--- src/rtl/seat_pkg.sv ---
// Shared types and constants for the seat request front-end.
package seat_pkg;

   localparam int unsigned MIN_PER_DAY = 1440;
   localparam int unsigned TIME_W      = 11;

   typedef enum logic [1:0] {
      LEAVE  = 2'd0,
      AWAY   = 2'd1,
      OCCUPY = 2'd2,
      RSVD   = 2'd3
   } seat_state_t;

   typedef struct packed {
      logic [31:0] student_no;
      logic [4:0]  seat_no;
      seat_state_t seat_state;
   } seat_req_t;

endpackage

--- src/rtl/seat_req_fifo.sv ---
// Small synchronous FIFO of seat requests; DEPTH must be a power of two.
module seat_req_fifo
   import seat_pkg::*;
#(
   parameter int unsigned DEPTH = 4
) (
   input  logic      clk,
   input  logic      rst,
   input  logic      push,
   input  logic      pop,
   input  seat_req_t wdata,
   output seat_req_t rdata,
   output logic      full,
   output logic      empty
);

   localparam int unsigned AW = $clog2(DEPTH);

   seat_req_t       mem_q [DEPTH];
   logic [AW-1:0]   wr_ptr_q, wr_ptr_d;
   logic [AW-1:0]   rd_ptr_q, rd_ptr_d;
   logic [AW:0]     cnt_q, cnt_d;
   logic            do_push, do_pop;

   assign full    = (cnt_q == (AW+1)'(DEPTH));
   assign empty   = (cnt_q == '0);
   assign do_push = push && !full;
   assign do_pop  = pop && !empty;
   assign rdata   = mem_q[rd_ptr_q];

   always_comb begin
      wr_ptr_d = wr_ptr_q;
      rd_ptr_d = rd_ptr_q;
      cnt_d    = cnt_q;
      // Pointers wrap naturally because DEPTH is a power of two.
      if (do_push) wr_ptr_d = wr_ptr_q + AW'(1);
      if (do_pop)  rd_ptr_d = rd_ptr_q + AW'(1);
      if (do_push && !do_pop)      cnt_d = cnt_q + (AW+1)'(1);
      else if (!do_push && do_pop) cnt_d = cnt_q - (AW+1)'(1);
   end

   always_ff @(posedge clk or posedge rst) begin
      if (rst) begin
         wr_ptr_q <= '0;
         rd_ptr_q <= '0;
         cnt_q    <= '0;
      end else begin
         wr_ptr_q <= wr_ptr_d;
         rd_ptr_q <= rd_ptr_d;
         cnt_q    <= cnt_d;
      end
   end

   always_ff @(posedge clk) begin
      if (do_push) mem_q[wr_ptr_q] <= wdata;
   end

endmodule

--- src/rtl/seat_request_sequencer.sv ---
// Two-kiosk seat request front-end: round-robin arbiter, validator, FIFO,
// spaced write strobe generator and minute-of-day counter.
module seat_request_sequencer
   import seat_pkg::*;
#(
   parameter int unsigned DEPTH        = 4,
   parameter int unsigned NUM_SEATS    = 31,
   parameter int unsigned CLKS_PER_MIN = 60,
   parameter int unsigned GAP          = 1
) (
   input  logic              clk,
   input  logic              rst,
   input  logic              k0_valid,
   output logic              k0_ready,
   input  logic [31:0]       k0_student_no,
   input  logic [4:0]        k0_seat_no,
   input  logic [1:0]        k0_seat_state,
   input  logic              k1_valid,
   output logic              k1_ready,
   input  logic [31:0]       k1_student_no,
   input  logic [4:0]        k1_seat_no,
   input  logic [1:0]        k1_seat_state,
   input  logic              time_load,
   input  logic [TIME_W-1:0] time_value,
   output logic              write,
   output logic [31:0]       Student_No,
   output logic [4:0]        Seat_No,
   output logic [1:0]        Seat_State,
   output logic [TIME_W-1:0] Time,
   output logic [7:0]        drop_cnt,
   output logic              fifo_full
);

   localparam int unsigned PW = (CLKS_PER_MIN > 1) ? $clog2(CLKS_PER_MIN) : 1;
   localparam int unsigned GW = (GAP > 0) ? $clog2(GAP + 1) : 1;
   localparam logic [TIME_W-1:0] TIME_MAX = TIME_W'(MIN_PER_DAY - 1);

   logic              ptr_q, ptr_d;
   logic              grant;
   logic              accept, req_ok, push, issue;
   logic              fifo_empty;
   seat_req_t         req, head;
   seat_req_t         out_q, out_d;
   logic              write_q, write_d;
   logic [GW-1:0]     gap_q, gap_d;
   logic [7:0]        drop_q, drop_d;
   logic [PW-1:0]     presc_q, presc_d;
   logic [TIME_W-1:0] time_q, time_d;

   // Arbiter: a lone requester wins, otherwise the round-robin pointer decides.
   always_comb begin
      if (k0_valid && !k1_valid)      grant = 1'b0;
      else if (k1_valid && !k0_valid) grant = 1'b1;
      else                            grant = ptr_q;
   end

   assign k0_ready = !fifo_full && !grant;
   assign k1_ready = !fifo_full && grant;
   assign accept   = (k0_valid && k0_ready) || (k1_valid && k1_ready);

   always_comb begin
      if (grant) begin
         req.student_no = k1_student_no;
         req.seat_no    = k1_seat_no;
         req.seat_state = seat_state_t'(k1_seat_state);
      end else begin
         req.student_no = k0_student_no;
         req.seat_no    = k0_seat_no;
         req.seat_state = seat_state_t'(k0_seat_state);
      end
   end

   assign req_ok = (req.seat_no != '0) && (32'(req.seat_no) <= NUM_SEATS) &&
                   (req.seat_state != RSVD);
   assign push   = accept && req_ok;
   assign issue  = !fifo_empty && (gap_q == '0);

   seat_req_fifo #(
      .DEPTH (DEPTH)
   ) u_fifo (
      .clk   (clk),
      .rst   (rst),
      .push  (push),
      .pop   (issue),
      .wdata (req),
      .rdata (head),
      .full  (fifo_full),
      .empty (fifo_empty)
   );

   always_comb begin
      ptr_d   = ptr_q;
      out_d   = out_q;
      write_d = 1'b0;
      gap_d   = gap_q;
      drop_d  = drop_q;
      if (accept) ptr_d = ~ptr_q;
      if (accept && !req_ok && (drop_q != 8'hff)) drop_d = drop_q + 8'd1;
      if (issue) begin
         out_d   = head;
         write_d = 1'b1;
         gap_d   = GW'(GAP);
      end else if (gap_q != '0) begin
         gap_d = gap_q - GW'(1);
      end
   end

   // Minute counter: a load wins over the prescaler wrap on the same edge.
   always_comb begin
      presc_d = presc_q;
      time_d  = time_q;
      if (time_load) begin
         presc_d = '0;
         time_d  = (time_value > TIME_MAX) ? TIME_MAX : time_value;
      end else if (presc_q == PW'(CLKS_PER_MIN - 1)) begin
         presc_d = '0;
         time_d  = (time_q == TIME_MAX) ? '0 : time_q + TIME_W'(1);
      end else begin
         presc_d = presc_q + PW'(1);
      end
   end

   always_ff @(posedge clk or posedge rst) begin
      if (rst) begin
         ptr_q   <= 1'b0;
         out_q   <= '0;
         write_q <= 1'b0;
         gap_q   <= '0;
         drop_q  <= '0;
         presc_q <= '0;
         time_q  <= '0;
      end else begin
         ptr_q   <= ptr_d;
         out_q   <= out_d;
         write_q <= write_d;
         gap_q   <= gap_d;
         drop_q  <= drop_d;
         presc_q <= presc_d;
         time_q  <= time_d;
      end
   end

   assign write      = write_q;
   assign Student_No = out_q.student_no;
   assign Seat_No    = out_q.seat_no;
   assign Seat_State = out_q.seat_state;
   assign Time       = time_q;
   assign drop_cnt   = drop_q;

endmodule
--- config.mk ---
export PLATFORM = sky130hd
export DESIGN_NAME = seat_request_sequencer
export DESIGN_NICKNAME = d
export VERILOG_FILES = /design/src/rtl/seat_pkg.sv /design/src/rtl/seat_req_fifo.sv /design/src/rtl/seat_request_sequencer.sv
export SDC_FILE = /design/constraint.sdc
export NUM_CORES = 1
export LEC_CHECK = 0
export CORE_AREA = 2 2 155 157
export CTS_CLUSTER_DIAMETER = 80
export DETAILED_ROUTE_END_ITERATION = 16
export DIE_AREA = 0 0 157 159
export PLACE_DENSITY_LB_ADDON = 0.15
export SKIP_CTS_REPAIR_TIMING = 1
export SYNTH_ARGS = -nofsm -noshare
export SYNTH_HDL_FRONTEND = slang
export SYNTH_SLANG_ARGS = --single-unit
--- constraint.sdc ---
create_clock -name clk -period 3.3 [get_ports clk]
set_clock_uncertainty 0.1 [all_clocks]
set_input_delay 0.66 -clock clk [delete_from_list [all_inputs] [get_ports clk]]
set_output_delay 0.66 -clock clk [all_outputs]
set_load 0.005 [all_outputs]
Word level (Yosys, flattened, before mapping) --
Memory sizes are Yosys's and may differ from the RTL's. A register that Yosys moved wholly into a read port is not among the register bits. Cells that the tools add are included.
Cells by class: bitwise logic cells 2, reduce and logical (&&, ||, !) cells 28, $add $sub $neg 8, equality and inequality tests 5, multiplexer cells 16, magnitude comparators 1
Operators by type and width (number):
- 11-bit 2-to-1 mux | 4
- 39-bit 2-to-1 mux | 1
- 1-bit logical AND | 15
- 6-bit 2-to-1 mux | 2
- 11-bit by 1-bit adder with 11-bit output, second input constant | 1
- 11-bit equality test, second input constant | 1
- 11-bit > comparator, second input constant | 1
- 8-bit by 1-bit adder with 8-bit output, second input constant | 1
- 1-bit logical NOT | 8
- 8-bit inequality test, second input constant | 1
- 1-bit 2-to-1 mux | 7
- 6-bit by 1-bit adder with 6-bit output, second input constant | 1
- 6-bit equality test, second input constant | 1
- 3-bit 2-to-1 mux | 2
- 5-bit nonzero test | 1
- 2-bit by 1-bit adder with 2-bit output, second input constant | 2
- 2-bit nonzero test | 2
- 3-bit by 1-bit adder with 3-bit output, second input constant | 1
- 3-bit equality test, second input constant | 1
- 3-bit logical NOT | 1
- 3-bit by 1-bit subtractor with 3-bit output, second input constant | 1
- 2-bit inequality test, second input constant | 1
- 1-bit NOT | 2
- 1-bit logical OR | 1
- 1-bit subtractor, second input constant | 1
Storage, ports and cells: logic and storage cells 70, output and inout port bits 62, memories kept 1, register bits 35, input bits 94, RAM bits 156
Memories:
- u_fifo.mem_q | words 4, bits a word 39, rd ports 1, clocked after Yosys merged registers in 1, write ports 1, RTL line seat_req_fifo.sv:19 | seat_req_t mem_q [DEPTH];

Logic depth before layout (Yosys ltp) --
word-level depth 14, depth in mapped cells 12, depth with buffers taken out 11

By module --
From an unflattened synthesis, not the netlist that was laid out.
Second synthesis, totals: cell total of the unflattened synthesis 543, area, all modules 9623.0 sq um
Modules (own cells, without submodules):
- seat_req_fifo | cells each 240, seq. area each 4859.7 sq um, instances 1, area an instance 6115.9 sq um
- seat_request_sequencer | cells each 303, seq. area each 1651.6 sq um, instances 1, area an instance 3507.1 sq um

Least setup slack after synthesis --
Ideal clock, no wire load.
path kind in2reg, start point in k1_valid, end point mem u_fifo.mem_q[0][0] (netlist bit), enable pin, buffers on the path 1, required time 2800 ps, slack -183 ps, library setup time 400 ps, stages on the path 7, arrival 2983 ps, path through nand2b_1 -> a21o_1 -> buf_1 -> a31oi_1 -> o41ai_4 -> nor2_2 -> and2_1
Between the ends: word-level cells in the longest chain between the ends 11, elaborated cells on any way between the ends 19, classes of those cells eq/ne: 1; mux: 5; reduce/logical: 13
Ends and longest elaborated chain:
- from (decl) | RTL line seat_request_sequencer.sv:18 | input logic k1_valid,
- parallel branches: the longest is 7 deep, another holds 39-bit 2-to-1 mux
- 1-bit logical AND (*) | RTL line seat_request_sequencer.sv:75 | assign push = accept && req_ok;
- 1-bit logical AND (*) | RTL line seat_req_fifo.sv:27 | assign do_push = push && !full;
- net u_fifo.do_push | RTL line seat_req_fifo.sv:23 | logic do_push, do_pop;
- 1-bit 2-to-1 mux (*) | RTL line seat_req_fifo.sv:55 | if (do_push) mem_q[wr_ptr_q] <= wdata;
- 1-bit 2-to-1 mux (not written as such) (*) | RTL line seat_req_fifo.sv:55
- to (decl) | RTL line seat_req_fifo.sv:19
Mark *: on every way through the listed nets, which the timed path passes.

Worst setup path after layout --
start point in k1_valid, end point out k0_ready
Between the ends: word-level cells in the longest chain between the ends 5, elaborated cells on any way between the ends 7, classes of those cells mux: 2; reduce/logical: 5
Ends and longest elaborated chain:
- 1-bit logical AND or 1-bit logical NOT (tied branches) | RTL line seat_request_sequencer.sv:53, seat_request_sequencer.sv:52
- 1-bit 2-to-1 mux or 1-bit logical AND (tied branches) | RTL line seat_request_sequencer.sv:53, seat_request_sequencer.sv:52
- 1-bit 2-to-1 mux (*) | RTL line seat_request_sequencer.sv:52 | if (k0_valid && !k1_valid) grant = 1'b0;
- 1-bit logical NOT (*) | RTL line seat_request_sequencer.sv:57 | assign k0_ready = !fifo_full && !grant;
- 1-bit logical AND (*) | RTL line seat_request_sequencer.sv:57
- to (decl) | RTL line seat_request_sequencer.sv:14 | output logic k0_ready,
Every way passes the cells marked *; elsewhere a longest branch is shown, timed or not.

==> metrics.csv <==
stage,metric,value,unit
status,status,"finished, final reports clean",
worst_setup_path,slowest_stage,clkdlybuf4s50_1,
finish,antenna_cells,0,
route,vias_per_cell,5.061,
floorplan,fp.coreArea,23190,um^2
synthesis,async_reset_ff_share,31.88,%
grt,grt_usage,16.40,%
cts,cts_buffer_depth,3,
synthesis,syn_avg_cell_area,17.74,um^2
worst_setup_path,r2r_cells,8,
timing,rsz0062_at_grt,false,
route,num_vias,5355,
timing,tns,0,ps
synthesis,synth_seq_cells,229,
timing,whs,354.0,ps
placed_design,gp_congestion,0.7917,
power,power.total,11.10,mW
timing,max_freq,0.3128,GHz
worst_setup_path,critPathCapture,k0_ready,
cts,clk_latency,500,ps
grt,use_met3,2.776,%
cts,cts_tree,built,
worst_setup_path,r2r-start,ptr_q,
grt,grt_pass1_wl,32170,um
floorplan,start_util,40.54,%
route,drt-initial-drc-count,287,
floorplan,die_area,24960,um^2
synthesis,synth_cells,530,
grt,grtUsageMet2,28.15,%
worst_setup_path,reg2reg_slack,610,ps
synthesis,yosysWarnings,0,
route,routed_wl,20060,um
synthesis,synth-edff-count,156,
finish,layout_commonest_cell,edfxtp_1,
cts,htree_num_levels,1,
synthesis,synth_top_family_by_area,multiplexers,
worst_setup_path,cp-end-kind,output pin,
grt,use_met1,22.13,%
power,power_leakage,4.515,nW
placed_design,dpl.cell_count,1014,
route,route.detailed.drc,0,
finish,stdcell_count,1058,
power,p_per_area,888.0,nW/um^2
finish,area_growth,32.91,%
worst_setup_path,worstPathArrival,2440,ps
worst_setup_path,critPathLaunch,k1_valid,
timing,finalCriticalPeriod,3197,ps
synthesis,synth_fp_nets,633,
synthesis,synth_cell_type_count,46,
worst_setup_path,crit_path_cell_trace,"clkdlybuf4s50_1, nand2b_1, a21o_4, buf_4, buf_6, nor2_1, clkdlybuf4s50_1",
timing,relSlewSlack,57.67,%
placed_design,io_buffer_count,155,
floorplan,num_io_pins,156,
synthesis,synth-compound-area-share,3.247,%
cts,clk_pin_slew,60,ps
grt,grt_pass1_vias,5776,
timing,setup_violations,0,
grt,grt_antenna_before_repair,0,
floorplan,rows,56,
synthesis,muxShareOfSynthArea,18.99,%
floorplan,die_w,157,um
finish,nets,824,
synthesis,netlist_area,9403,um^2
worst_setup_path,crit_type,in -> out,
grt,grt_start_max_net_pins,74,
synthesis,seq_area_frac_synth,69.25,%
timing,min_period_over_period,96.87,%
synthesis,synthAdderAreaFrac,1.277,%
timing,finalHoldViolCount,0,
flow_run,max_cap_viol_count,0,
route,dr.pass1.iters,4,
worst_setup_path,critPathRequiredTime,2540,ps
worst_setup_path,max_stage_delay,510,ps
synthesis,synth-main-ff-cell,edfxtp_1,
timing,slew_viol_final,0,
power,ir_worst_vdd,0.4175,mV
route,routedWlPerCell,18.96,um
worst_setup_path,cp-start-kind,input pin,
timing,worst_pin_slew,635.0,ps
finish,final_cell_mix,"156 x edfxtp_1, 155 x clkdlybuf4s50_1, 75 x mux2_2, 71 x dfrtp_1, 39 x mux4_2",
cts,cts_sinks,229,
grt,grt-ovfl-total,0,
synthesis,yosys.area_share.simple,4.285,%
floorplan,die_h,159,um
cts,numCtsBuffers,24,
worst_setup_path,crit_top_cell,clkdlybuf4s50_1,
hold_path,min_path_type,reg -> reg,
worst_setup_path,r2r_end,u_fifo.cnt_q[1],
finish,drive_above_1_share,27.60,%
route,ant_nets,0,
placed_design,hpwl,13540,um
synthesis,synthXorXnorAreaFrac,1.677,%
grt,top_usage_layer,met2,
cts,cts_root_buf,clkbuf_16,
worst_setup_path,cp_max_fo,12,
[where the power goes]
part | internal, mW | leakage (nW) | switching, mW
registers | 4.14 | 2.30 | 0.468
clock network | 1.76 | 0.428 | 1.06
logic | 2.15 | 1.79 | 1.52
total | 8.04 | 4.52 | 3.05
[how the worst min path moves through the flow]
stage	cells after the start	endpoint	startpoint	slack [ps]
floorplan	1	presc_q[0]	presc_q[0]	320
global placement	1	presc_q[0]	presc_q[0]	340
detailed placement	1	presc_q[0]	presc_q[0]	350
CTS	1	presc_q[0]	presc_q[0]	350
global route	1	presc_q[0]	presc_q[0]	380
finish	1	presc_q[0]	presc_q[0]	350
[state kept, by name, summed over array words and instances (netlist names)]
register         count
Student_No          32
drop_cnt             8
Seat_State           2
Seat_No              5
u_fifo.mem_q       156
gap_q                1
ptr_q                1
u_fifo.wr_ptr_q      2
Time                11
u_fifo.cnt_q         3
presc_q              6
u_fifo.rd_ptr_q      2
[routing by layer]
layer  vias up  part of all wire, %
met1      2764                   44
met4         0                  1.2
li1       2451                    -
met2       122                   50
met3        18                  5.2
met5         -                    0
[critical path, delay by kind of cell]
kind	cells	cell delay, ps
AO/OA/AOI/OAI	1	250
buffers and inverters	4	1240
AND/OR/NAND/NOR	2	280
[Yosys cell counts, types with 2 or more instances]
master / number / share of area (%)
dfrtp_1: 73 / 19
a31oi_1: 7 / 0.47
a211oi_1: 3 / 0.24
nor3b_1: 3 / 0.24
mux4_2: 39 / 9.3
inv_1: 11 / 0.44
and2_1: 4 / 0.27
xor2_1: 5 / 0.47
o21ai_0: 13 / 0.69
mux2_4: 2 / 0.32
nor3_1: 3 / 0.16
ha_1: 8 / 1.1
nand2b_1: 2 / 0.13
o211ai_1: 3 / 0.24
buf_1: 5 / 0.20
nand2_1: 12 / 0.48
and3_1: 5 / 0.33
o311ai_0: 2 / 0.19
a21oi_1: 5 / 0.27
mux2_2: 75 / 9.0
clkbuf_1: 16 / 0.64
nor2b_1: 5 / 0.33
xnor2_1: 13 / 1.2
mux2_1: 2 / 0.24
a22o_1: 2 / 0.19
nand3b_1: 2 / 0.16
nor2_1: 21 / 0.84
nand4_1: 4 / 0.27
edfxtp_1: 156 / 50
o22ai_1: 2 / 0.13
nand3_1: 12 / 0.64
[cell type report]
class                      instances  area (um^2)
sequential                       229         6516
multi-input combinational        269         2794
fill                            1836        10700
inverter                          11        42.54
tap                              319        399.1
clock inverter                    15        173.9
timing repair buffer             186         1901
clock buffer                      29        670.6
[kinds of logic (layout without fill, tap and decap cells)]
group	after synthesis	count (layout)
mux	119	119
fa+ha+maj	9	9
simple gates	79	79
compound gates	44	44
flops	229	229
buf+inv	32	241
xor+xnor	18	18
[metrics by stage]
stage                     cell area, um^2  util, %  worst slack (ps)
after global placement              11640    50.19            -143.4
after detailed placement            11640    50.19            -219.6
after global routing                12500    53.88            0.9246
after floorplan                      9408        -             23.49
final                               12500    53.88             103.4
after CTS                           12480    53.83            -8.386
No activity file was read; power rests on OpenSTA's default activity.
